$ cat config.mk
export PLATFORM = sky130hd
export DESIGN_NAME = z80_djnz_exec
export DESIGN_NICKNAME = d
export VERILOG_FILES = /design/src/rtl/z80_djnz_pkg.sv /design/src/rtl/z80_djnz_exec_mem_read.sv /design/src/rtl/z80_djnz_exec.sv
export SDC_FILE = /design/constraint.sdc
export NUM_CORES = 1
export LEC_CHECK = 0
export BUFFER_PORTS_ARGS = -buffer_cell sky130_fd_sc_hd__buf_2
export CAP_MARGIN = 40
export CORE_MARGIN = 2
export CORE_UTILIZATION = 35
export CTS_BUF_LIST = sky130_fd_sc_hd__clkbuf_4 sky130_fd_sc_hd__clkbuf_8
export DETAILED_ROUTE_END_ITERATION = 16
export PLACE_DENSITY = 0.62
export SYNTH_ARGS = -nofsm -noshare
export SYNTH_HDL_FRONTEND = slang
export SYNTH_SLANG_ARGS = --single-unit
$ cat constraint.sdc
create_clock -name clk -period 3.9 [get_ports clk]
set_clock_uncertainty 0.05 [all_clocks]
set_input_delay 0.78 -clock clk [delete_from_list [all_inputs] [get_ports clk]]
set_output_delay 0.78 -clock clk [all_outputs]
set_load 0.01 [all_outputs]
$ cat src/rtl/z80_djnz_pkg.sv
// Shared types and constants for the DJNZ execution sequencer.
// Holds state enums, CYCLE_* codes, opcode and T-state counts.
package z80_djnz_pkg;

    // Top-level sequencer states. INT1..INT5 and DONE must stay
    // contiguous and in this order (the INT chain steps by +1).
    typedef enum logic [3:0] {
        ST_IDLE,
        ST_EXT,
        ST_READ,
        ST_INT1,
        ST_INT2,
        ST_INT3,
        ST_INT4,
        ST_INT5,
        ST_DONE
    } djnz_state_e;

    // Phases of the generic 3T memory read cycle.
    typedef enum logic [1:0] {
        RP_IDLE,
        RP_T1,
        RP_T2,
        RP_T3
    } rd_phase_e;

    // M-cycle type codes, same values as the core's z80 header.
    localparam logic [2:0] CYCLE_NONE     = 3'd0;
    localparam logic [2:0] CYCLE_M1       = 3'd1;
    localparam logic [2:0] CYCLE_RDWR_MEM = 3'd2;
    localparam logic [2:0] CYCLE_RDWR_IO  = 3'd3;
    localparam logic [2:0] CYCLE_INTERNAL = 3'd4;
    localparam logic [2:0] CYCLE_EXTENDED = 3'd5;

    localparam logic [7:0] OPC_DJNZ = 8'h10;

    // T-states per M-cycle.
    localparam int M1_T  = 4;
    localparam int EXT_T = 1;
    localparam int RD_T  = 3;
    localparam int INT_T = 5;

    function automatic logic [15:0] sext8(input logic [7:0] v);
        return {{8{v[7]}}, v};
    endfunction

endpackage

$ cat src/rtl/z80_djnz_exec_mem_read.sv
// z80_mem_read_cycle: generic 3T memory read, T2 stretched by WAIT.
// Ports: go starts T1 next cycle; mem_rd high T1..T3; data latched at
// end of T3; last high during T3; wait_cnt counts T2 repeats (saturating).
module z80_mem_read_cycle #(
    parameter int MAX_WAIT = 255
) (
    input  logic       clk,
    input  logic       reset_n,
    input  logic       go,
    input  logic       wait_n,
    input  logic [7:0] rdata,
    output logic       mem_rd,
    output logic       last,
    output logic [7:0] data,
    output logic [7:0] wait_cnt
);
    import z80_djnz_pkg::*;

    localparam logic [7:0] MAX_W = 8'(MAX_WAIT);

    rd_phase_e phase, phase_nx;

    always_ff @(posedge clk) begin
        if (!reset_n) begin
            phase    <= RP_IDLE;
            data     <= 8'h00;
            wait_cnt <= 8'h00;
        end else begin
            phase <= phase_nx;
            if (go) begin
                wait_cnt <= 8'h00;
            end else if (phase == RP_T2 && !wait_n &&
                         wait_cnt != MAX_W) begin
                wait_cnt <= wait_cnt + 8'd1;
            end
            if (phase == RP_T3) begin
                data <= rdata;
            end
        end
    end

    always_comb begin
        phase_nx = phase;
        mem_rd   = 1'b1;
        last     = 1'b0;
        unique case (phase)
            RP_IDLE: begin
                mem_rd = 1'b0;
                if (go) phase_nx = RP_T1;
            end
            RP_T1: phase_nx = RP_T2;
            RP_T2: if (wait_n) phase_nx = RP_T3;
            RP_T3: begin
                last     = 1'b1;
                phase_nx = RP_IDLE;
            end
            default: phase_nx = RP_IDLE;
        endcase
    end

endmodule

$ cat src/rtl/z80_djnz_exec.sv
// DJNZ e execution sequencer: EXT T-state, displacement read, optional
// 5T internal cycle, then B/IP writeback with a one-cycle done pulse.
// Ports: start/ip_in/b_in from decode; mem_* read bus with wait_n;
// mcycle/mcycle_type status; done with reg_b_out/reg_ip_out.
// Optional macro Z80_DJNZ_FI_RECORD_EN adds z80fi_* retirement outputs.
module z80_djnz_exec #(
    parameter int MAX_WAIT = 255
) (
    input  logic        clk,
    input  logic        reset_n,
    input  logic        start,
    input  logic [15:0] ip_in,
    input  logic [7:0]  b_in,
    output logic        busy,
    output logic        mem_rd,
    output logic [15:0] mem_addr,
    input  logic [7:0]  mem_rdata,
    input  logic        wait_n,
    output logic [2:0]  mcycle,
    output logic [2:0]  mcycle_type,
`ifdef Z80_DJNZ_FI_RECORD_EN
    output logic        z80fi_valid,
    output logic [7:0]  z80fi_insn,
    output logic [2:0]  z80fi_insn_len,
    output logic [15:0] z80fi_bus_raddr,
    output logic [7:0]  z80fi_bus_rdata,
    output logic [15:0] z80fi_reg_ip_in,
    output logic [15:0] z80fi_reg_ip_out,
    output logic [7:0]  z80fi_reg_b_in,
    output logic [7:0]  z80fi_reg_b_out,
    output logic [2:0]  z80fi_mcycle_type1,
    output logic [2:0]  z80fi_mcycle_type2,
    output logic [2:0]  z80fi_mcycle_type3,
    output logic [2:0]  z80fi_mcycle_type4,
    output logic [2:0]  z80fi_mcycle_type5,
    output logic [8:0]  z80fi_tcycles1,
    output logic [8:0]  z80fi_tcycles2,
    output logic [8:0]  z80fi_tcycles3,
    output logic [8:0]  z80fi_tcycles4,
`endif
    output logic        done,
    output logic [7:0]  reg_b_out,
    output logic [15:0] reg_ip_out
);
    import z80_djnz_pkg::*;

    djnz_state_e state, state_nx;

    logic [15:0] ip_lat;
    logic [7:0]  b_lat;
    logic        rd_go;
    logic        rd_last;
    logic [7:0]  rd_data;
    logic [7:0]  rd_waits;
    logic        taken;
    logic [7:0]  e_now;

    z80_mem_read_cycle #(
        .MAX_WAIT (MAX_WAIT)
    ) u_rd (
        .clk      (clk),
        .reset_n  (reset_n),
        .go       (rd_go),
        .wait_n   (wait_n),
        .rdata    (mem_rdata),
        .mem_rd   (mem_rd),
        .last     (rd_last),
        .data     (rd_data),
        .wait_cnt (rd_waits)
    );

    assign taken = (b_lat != 8'd1);

    // On the not-taken path DONE follows T3 directly, so the
    // displacement is taken from the bus before the latch updates.
    assign e_now = rd_last ? mem_rdata : rd_data;

    always_ff @(posedge clk) begin
        if (!reset_n) begin
            state      <= ST_IDLE;
            ip_lat     <= 16'h0000;
            b_lat      <= 8'h00;
            mem_addr   <= 16'h0000;
            reg_b_out  <= 8'h00;
            reg_ip_out <= 16'h0000;
        end else begin
            state <= state_nx;
            if (state == ST_IDLE && start) begin
                ip_lat   <= ip_in;
                b_lat    <= b_in;
                mem_addr <= ip_in + 16'd1;
            end
            if (state_nx == ST_DONE) begin
                reg_b_out  <= b_lat - 8'd1;
                reg_ip_out <= ip_lat + 16'd2 +
                              (taken ? sext8(e_now) : 16'd0);
            end
        end
    end

    always_comb begin
        state_nx    = state;
        busy        = 1'b1;
        done        = 1'b0;
        mcycle      = 3'd0;
        mcycle_type = CYCLE_NONE;
        rd_go       = 1'b0;
        unique case (state)
            ST_IDLE: begin
                busy = 1'b0;
                if (start) state_nx = ST_EXT;
            end
            ST_EXT: begin
                mcycle      = 3'd2;
                mcycle_type = CYCLE_EXTENDED;
                rd_go       = 1'b1;
                state_nx    = ST_READ;
            end
            ST_READ: begin
                mcycle      = 3'd3;
                mcycle_type = CYCLE_RDWR_MEM;
                if (rd_last) state_nx = taken ? ST_INT1 : ST_DONE;
            end
            ST_INT1, ST_INT2, ST_INT3, ST_INT4, ST_INT5: begin
                mcycle      = 3'd4;
                mcycle_type = CYCLE_INTERNAL;
                state_nx    = djnz_state_e'(state + 4'd1);
            end
            ST_DONE: begin
                done     = 1'b1;
                state_nx = ST_IDLE;
            end
            default: state_nx = ST_IDLE;
        endcase
    end

`ifdef Z80_DJNZ_FI_RECORD_EN
    assign z80fi_valid        = done;
    assign z80fi_insn         = OPC_DJNZ;
    assign z80fi_insn_len     = 3'd1;
    assign z80fi_bus_raddr    = mem_addr;
    assign z80fi_bus_rdata    = rd_data;
    assign z80fi_reg_ip_in    = ip_lat;
    assign z80fi_reg_ip_out   = reg_ip_out;
    assign z80fi_reg_b_in     = b_lat;
    assign z80fi_reg_b_out    = reg_b_out;
    assign z80fi_mcycle_type1 = CYCLE_M1;
    assign z80fi_mcycle_type2 = CYCLE_EXTENDED;
    assign z80fi_mcycle_type3 = CYCLE_RDWR_MEM;
    assign z80fi_mcycle_type4 = taken ? CYCLE_INTERNAL : CYCLE_NONE;
    assign z80fi_mcycle_type5 = CYCLE_NONE;
    assign z80fi_tcycles1     = 9'(M1_T);
    assign z80fi_tcycles2     = 9'(EXT_T);
    assign z80fi_tcycles3     = 9'(RD_T) + {1'b0, rd_waits};
    assign z80fi_tcycles4     = taken ? 9'(INT_T) : 9'd0;
`else
    logic unused_waits;
    assign unused_waits = ^rd_waits;
`endif

endmodule

==> results of run 1 <==
final timing paths:
check	from	end	slack [ps]	cells past startpoint
worst min register to register	mem_addr[1]	mem_addr[1]	410	2
worst max register to register	b_lat[2]	reg_ip_out[11]	240	12
worst max-delay path	b_lat[2]	reg_ip_out[11]	240	12
worst min-delay path	mem_addr[1]	mem_addr[1]	410	2
worst max-delay path, cell delays in order, from the launching register on:
cell and delay, ps:
dfxtp_1 360, or4_4 570, nor4b_4 210, buf_4 190
nor2_1 110, ha_1 300, ha_1 390, a2111oi_0 430
o21ai_0 300, a41oi_1 340, xnor2_1 110, mux2i_1 140
nor2_1 50
registers in the layout, indices dropped and copies added (netlist names):
signal	cells
mem_addr	16
b_lat	8
u_rd.phase	2
reg_b_out	8
u_rd.data	8
state	4
ip_lat	16
reg_ip_out	16
stage by stage:
step,setup slack [ps],std cells
floorplan,373.8,503
global placement,287.1,718
detailed placement,129.7,719
CTS,69.01,735
global route,24.99,736
finish,238.6,736
metal layers:
layer  vias to the layer above  GRT usage (%)
met4                         0          5.528
li1                       1901              -
met1                      1690          20.01
met3                        15          3.917
met2                        66          26.63
met5                         -              0
power breakdown:
group / internal (mW) / switching [mW]
Sequential: 0.886 / 0.0637
Combinational: 0.314 / 0.457
Clock: 0.298 / 0.322
Total: 1.50 / 0.842
what timing repair did:
item                       CTS  global route
buffers inserted             0             1
hold buffers                 0             0
hold endpoints to repair     0             0
setup endpoints to repair    0             4
Yosys cell counts, types with 2 or more instances:
master / instances / area share (%)
buf_2: 2 / 0.23
nand4_1: 3 / 0.44
xnor2_1: 25 / 5.1
inv_1: 18 / 1.6
or2_2: 2 / 0.29
nand2b_1: 3 / 0.44
a211oi_1: 26 / 4.6
or4_4: 2 / 0.53
buf_4: 2 / 0.35
xor2_1: 9 / 1.8
o21ai_0: 10 / 1.2
clkbuf_1: 18 / 1.6
and2_1: 2 / 0.29
a21oi_1: 44 / 5.2
nor3_1: 5 / 0.59
mux2i_1: 18 / 4.2
a21o_1: 3 / 0.53
nand3_1: 12 / 1.4
nor2_1: 72 / 6.3
ha_1: 40 / 12
and3_1: 6 / 0.88
dfxtp_1: 78 / 37
nor2b_1: 2 / 0.29
nand2_1: 71 / 6.3
and4_1: 2 / 0.41
o211ai_1: 2 / 0.35
final cells by class:
cell class / instances / area, µm²
inverters: 18 / 67.56
repair buffers: 94 / 503.0
fillers: 1217 / 6922
clock inverters: 7 / 72.57
well taps: 147 / 183.9
flip-flops and latches: 78 / 1562
multi-input cells: 383 / 2527
clock buffers: 9 / 123.9
logic make-up (layout without fill, tap and decap cells):
family / after synthesis / in the layout / synth area share, %
AO/OA/AOI/OAI: 100 / 100 / 15.58
buffers and inverters: 42 / 128 / 4.108
flip-flops: 78 / 78 / 36.62
adder cells (fa/ha/maj): 41 / 41 / 12.21
AND/OR/NAND/NOR: 190 / 190 / 20.28
multiplexers: 18 / 18 / 4.225
XOR/XNOR: 34 / 34 / 6.984
==> results.txt, run 1 <==
DP HPWL - 7794 µm
Final setup viols - 0
synthesis-to-layout area growth - 18.19%
fin. max-slew vios - 0
Critical Path Source Type - flip-flop
M1 WL - 4695 µm
critical path peak fanout - 7
clock buffer depth - 2
initial DRC count - 188
wire length on met2 - 4900 µm
ys flop type - dfxtp_1
Vias - 3,672
RSZ-0062 raised after global routing - no
Post-synth EDFFs - 0
outcome - finished, final reports clean
DIE HEIGHT - 114.4 µm
Achievable Freq - 273.1 MHz
post_cts resized - 0
minimum clock period - 3661 ps
n_diodes - 0
TritonCTS clock tree - yes
Tcrit/Tclk final - 93.88%
standard-cell rows - 40
IO Pins - 85
#FFs+latches synth - 78
TNS Setup - 0 ps
sequential element share of the synthesized area - 36.62%
Max-slew headroom - 63.24%
clk root buf - clkbuf_8
design area - 5040 µm²
post-route antenna net violation count - 0
initial antenna violation count - 0
gr usage total - 15.92%
Max Cap Viol - 0
maximum vdd ir drop - 0.1373 mV
Worst Path Required - 4110 ps
Routed WL - 10,210 µm
Die Wd - 114.4 µm
wire per inst - 13.87 µm
die area - 13,080 µm²
P per Cell Area - 464.4 nW/µm²
drc violations - 0
Area after DPL - 4836 µm²
largest net degree at the start of global routing - 53
Critical Path End Type - flip-flop
Design Power - 2.340 mW
total gr overflow - 0
Sink Count - 78
nets@finish - 661
commonest non-fill, non-tap cell in the layout - buf_2
critical setup path kind - flip-flop to flip-flop
first-pass GRT wire length - 16,600 µm
highest metal used - met4
First-pass DRT Iterations - 4
post-layout util - 42.13%
Via-to-Cell Ratio - 4.989
ys async rst share - 0%
Port Buffer Count - 84
Post-Syn Nets - 580
synth unique cells - 52
vias in the first global route - 3,444
Initial Util - 35.65%
hold crit path type - flip-flop to flip-flop
post-synthesis instance total - 503
share of layout cells above drive strength 1 - 20.54%
worst-margin pin slew - 549.4 ps
Yosys warnings - 0
CTS buffer count - 9
core area - 11,960 µm²
Netlist Area Pre-Place - 4264 µm²
met3 WL post-DR - 441 µm
Critical Path AT - 3870 ps
Clock Latency Late Sink - 360 ps
CTS H-tree lvls - 3
Placer Congestion - 0.8270
P_leak - 2.264 nW
clock slew at reported path FFs - 90 ps
Hold Slack - 409.6 ps
Avg Cell Area, Syn - 8.477 µm²
Hold Vio Cnt, Final - 0
most frequent cells in the layout - buf_2, dfxtp_1, nor2_1
Note: power is estimated with default switching activity, not from simulation.
==> run 2, diff against run 1 <==
Settings changed: ABC_AREA from default to 1, PLACE_DENSITY 0.62 to 0.61.
==> run 2 against run 1 <==
Worst hold slack better by 13 ps; non-clock buffer count shrank 5; largest power group is now combinational cells; clock power up 12%; cell area is 7.4% higher; register-to-register slack improved by 480 ps; global-route usage grew 0.72 points; highest routed layer unchanged.
==> results.txt, run 2 <==
sequential element share of the synthesized area - 33.57% (-3.1 points)
Max-slew headroom - 50.00% (-13 points)
Yosys warnings - 0 (unchanged)
Achievable Freq - 314.0 MHz (+15%)
area leader, netlist - dfxtp_1
flop-to-flop setup slack - 720 ps (+480 ps)
worst-margin pin slew - 749.1 ps (+199.7 ps)
Final setup viols - 0 (unchanged)
Clock Latency Late Sink - 380 ps (+20 ps)
post-route antenna net violation count - 0 (unchanged)
die area - 14,230 µm² (+8.8%)
n_diodes - 0 (unchanged)
RSZ-0062 raised after global routing - no
commonest non-fill, non-tap cell in the layout - nand2_1
gr usage total - 16.64% (+0.72 points)
CTS H-tree lvls - 3 (unchanged)
P per Cell Area - 515.6 nW/µm² (+11%)
clock buffer depth - 2 (unchanged)
Hold-fix buffers, CTS - 0 (unchanged)
share of layout cells above drive strength 1 - 16.89% (-3.7 points)
vias in the first global route - 4,123 (+20%)
post-synthesis instance total - 667 (+33%)
DP HPWL - 8217 µm (+5.4%)
fin. max-slew vios - 0 (unchanged)
total gr overflow - 0 (unchanged)
Int Power - 1.694 mW (+13%)
# fillers - 1,421 (+17%)
drc violations - 0 (unchanged)
Tcrit/Tclk final - 81.67% (-12 points)
Initial Util - 35.55% (-0.097 points)
Via-to-Cell Ratio - 4.612 (-7.6%)
Max Cap Viol - 0 (unchanged)
initial DRC count - 159 (-15%)
CP endpoint - reg_ip_out[8]
reg2reg path depth - 15 (+3)
outcome - finished, final reports clean
Routed WL - 11,020 µm (+8.0%)
launch point of the worst reg-to-reg path - u_rd.phase[1]
most frequent cell after synthesis - nand2_1
Clk pwr share - 24.8% (-1.7 points)
synth unique cells - 36 (-31%)
Design Power - 2.791 mW (+19%)
logic gate share of total power - 40.2% (+7.2 points)
ys flop type - dfxtp_1
sequential fraction of design power - 35.0% (-5.6 points)
core area - 13,090 µm² (+9.4%)
critical setup path kind - flip-flop to flip-flop
Post-synth EDFFs - 0 (unchanged)
post_cts resized - 0 (unchanged)
TritonCTS clock tree - yes
hold crit path type - flip-flop to flip-flop
Vias - 4,252 (+16%)
Hold Vio Cnt, Final - 0 (unchanged)
P_leak - 2.755 nW (+22%)
Sink Count - 78 (unchanged)
TNS Setup - 0 ps (unchanged)
DIE HEIGHT - 119.3 µm (+4.3%)
list of most frequent post-synthesis cells - nand2_1, nor2_1, dfxtp_1
Netlist Area Pre-Place - 4652 µm² (+9.1%)
most frequent cells in the layout - nand2_1, nor2_1, buf_2
worst setup path start - u_rd.phase[1]
#FFs+latches synth - 78 (unchanged)
synthesis-to-layout area growth - 16.35%
synth top area cells - dfxtp_1, nand2_1, ha_1, nor2_1, nand3_1
postcts setup bufs - 0 (unchanged)
Placer Congestion - 0.8960 (+8.3%)
worst reg2reg endpoint - reg_ip_out[8]
Port Buffer Count - 84 (unchanged)
Avg Cell Area, Syn - 6.974 µm² (-18%)
Critical Path Source Type - flip-flop
Sw Share - 39.31% (+3.3 points)
clk root buf - clkbuf_8
Worst Path Required - 4120 ps (about the same)
largest registers - ip_lat x16, mem_addr x16, reg_ip_out x16
nets@finish - 819 (+24%)
Die Wd - 119.3 µm (+4.3%)
critical path peak fanout - 10 (+3)
Critical Path End Type - flip-flop
ys async rst share - 0% (unchanged)
Critical Path AT - 3410 ps (-460 ps)
Yosys top cell area share - 33.57% (-3.1 points)
maximum vdd ir drop - 0.1960 mV (+43%)
initial antenna violation count - 0 (unchanged)
minimum clock period - 3185 ps (-476.4 ps)
first-pass GRT wire length - 19,180 µm (+16%)
CTS buffer count - 9 (unchanged)
wire per inst - 11.95 µm (-14%)
IO Pins - 85 (unchanged)
largest net degree at the start of global routing - 58 (+9.4%)
clock slew at reported path FFs - 90 ps (about the same)
First-pass DRT Iterations - 4 (unchanged)
P_sw - 1.097 mW (+30%)
Post-Syn Nets - 744 (+28%)
standard-cell rows - 42 (+5.0%)
run 2: cell count changes after synthesis, moves of 5 or more:
cell / before / now
a211oi_1: 26 / 1
a21oi_1: 44 / 29
and3_1: 6 / 0
clkbuf_1: 18 / 10
inv_1: 18 / 67
mux2i_1: 18 / 7
nand2_1: 71 / 135
nand3_1: 12 / 61
nand4_1: 3 / 8
nor2_1: 72 / 116
nor2_2: 0 / 6
o21ai_0: 10 / 31
xnor2_1: 25 / 10
run 2: cell families after synthesis:
family | Yosys count | synth area share (%)
mux | 7 | 1.506
buf+inv | 95 | 8.634
compound gates | 78 | 9.387
fa+ha+maj | 41 | 11.19
simple gates | 348 | 31.95
xor+xnor | 20 | 3.765
flops | 78 | 33.57
run 2: worst min path at each step:
stage / startpoint / end / slack (ps) / cells after the start
after floorplan: ip_lat[1] / ip_lat[1] / 390 / 2
after global placement: reg_b_out[7] / reg_b_out[7] / 410 / 2
after detailed placement: ip_lat[14] / ip_lat[14] / 410 / 2
after CTS: ip_lat[14] / ip_lat[14] / 420 / 2
after global routing: reg_ip_out[0] / reg_ip_out[0] / 460 / 2
final: ip_lat[14] / ip_lat[14] / 420 / 2
run 2: metal layers:
layer	wire (µm)	global-route usage, %	vias up
met5	0	0	-
met4	195	6.548	0
met3	401	3.065	12
met2	4715	26.87	77
met1	5709	21.95	1867
li1	-	-	2296
run 2: layout make-up:
| class | count | area [µm²] | area share, % |
|---|---|---|---|
| multi-input cells | 494 | 2689 | 49.68 |
| flip-flops and latches | 78 | 1562 | 28.85 |
| repair buffers | 89 | 457.9 | 8.460 |
| inverters | 70 | 262.8 | 4.854 |
| well taps | 176 | 220.2 | 4.068 |
| clock buffers | 10 | 137.6 | 2.543 |
| clock inverters | 5 | 83.83 | 1.549 |
run 2: critical path: stages (launching register included):
cell	delay, ps
dfxtp_1	330
ha_1	190
buf_4	190
or2_2	270
o21ai_0	150
nor2_1	90
buf_4	180
ha_1	290
ha_1	360
a21oi_1	260
nand2_1	110
a21oi_1	160
xor2_1	190
nand3_1	100
nand2_1	100
nor2_1	40
run 2: power groups by stage:
| stage | combinational, mW | clock, mW | sequential, mW |
|---|---|---|---|
| after global placement | 1.13 | 0 | 0.994 |
| after global routing | 1.31 | 0.740 | 0.992 |
| after CTS | 1.14 | 0.712 | 0.978 |
| after floorplan | 0.835 | 0 | 0.994 |
| after detailed placement | 1.12 | 0 | 0.994 |
| final | 1.12 | 0.691 | 0.977 |
run 2: through the flow:
step / utilization, % / hold WS [ps] / area (µm²) / setup WS (ps) / instances
after floorplan: - / 385.3 / 4652 / 970.4 / 667
after global placement: 39.67 / 408.8 / 5191 / 616.3 / 907
after detailed placement: 39.67 / 411.2 / 5191 / 673.1 / 907
after CTS: 41.37 / 424.4 / 5413 / 692.4 / 922
after global routing: 41.37 / 461.9 / 5413 / 319.0 / 922
final: 41.37 / 422.2 / 5413 / 715.0 / 922
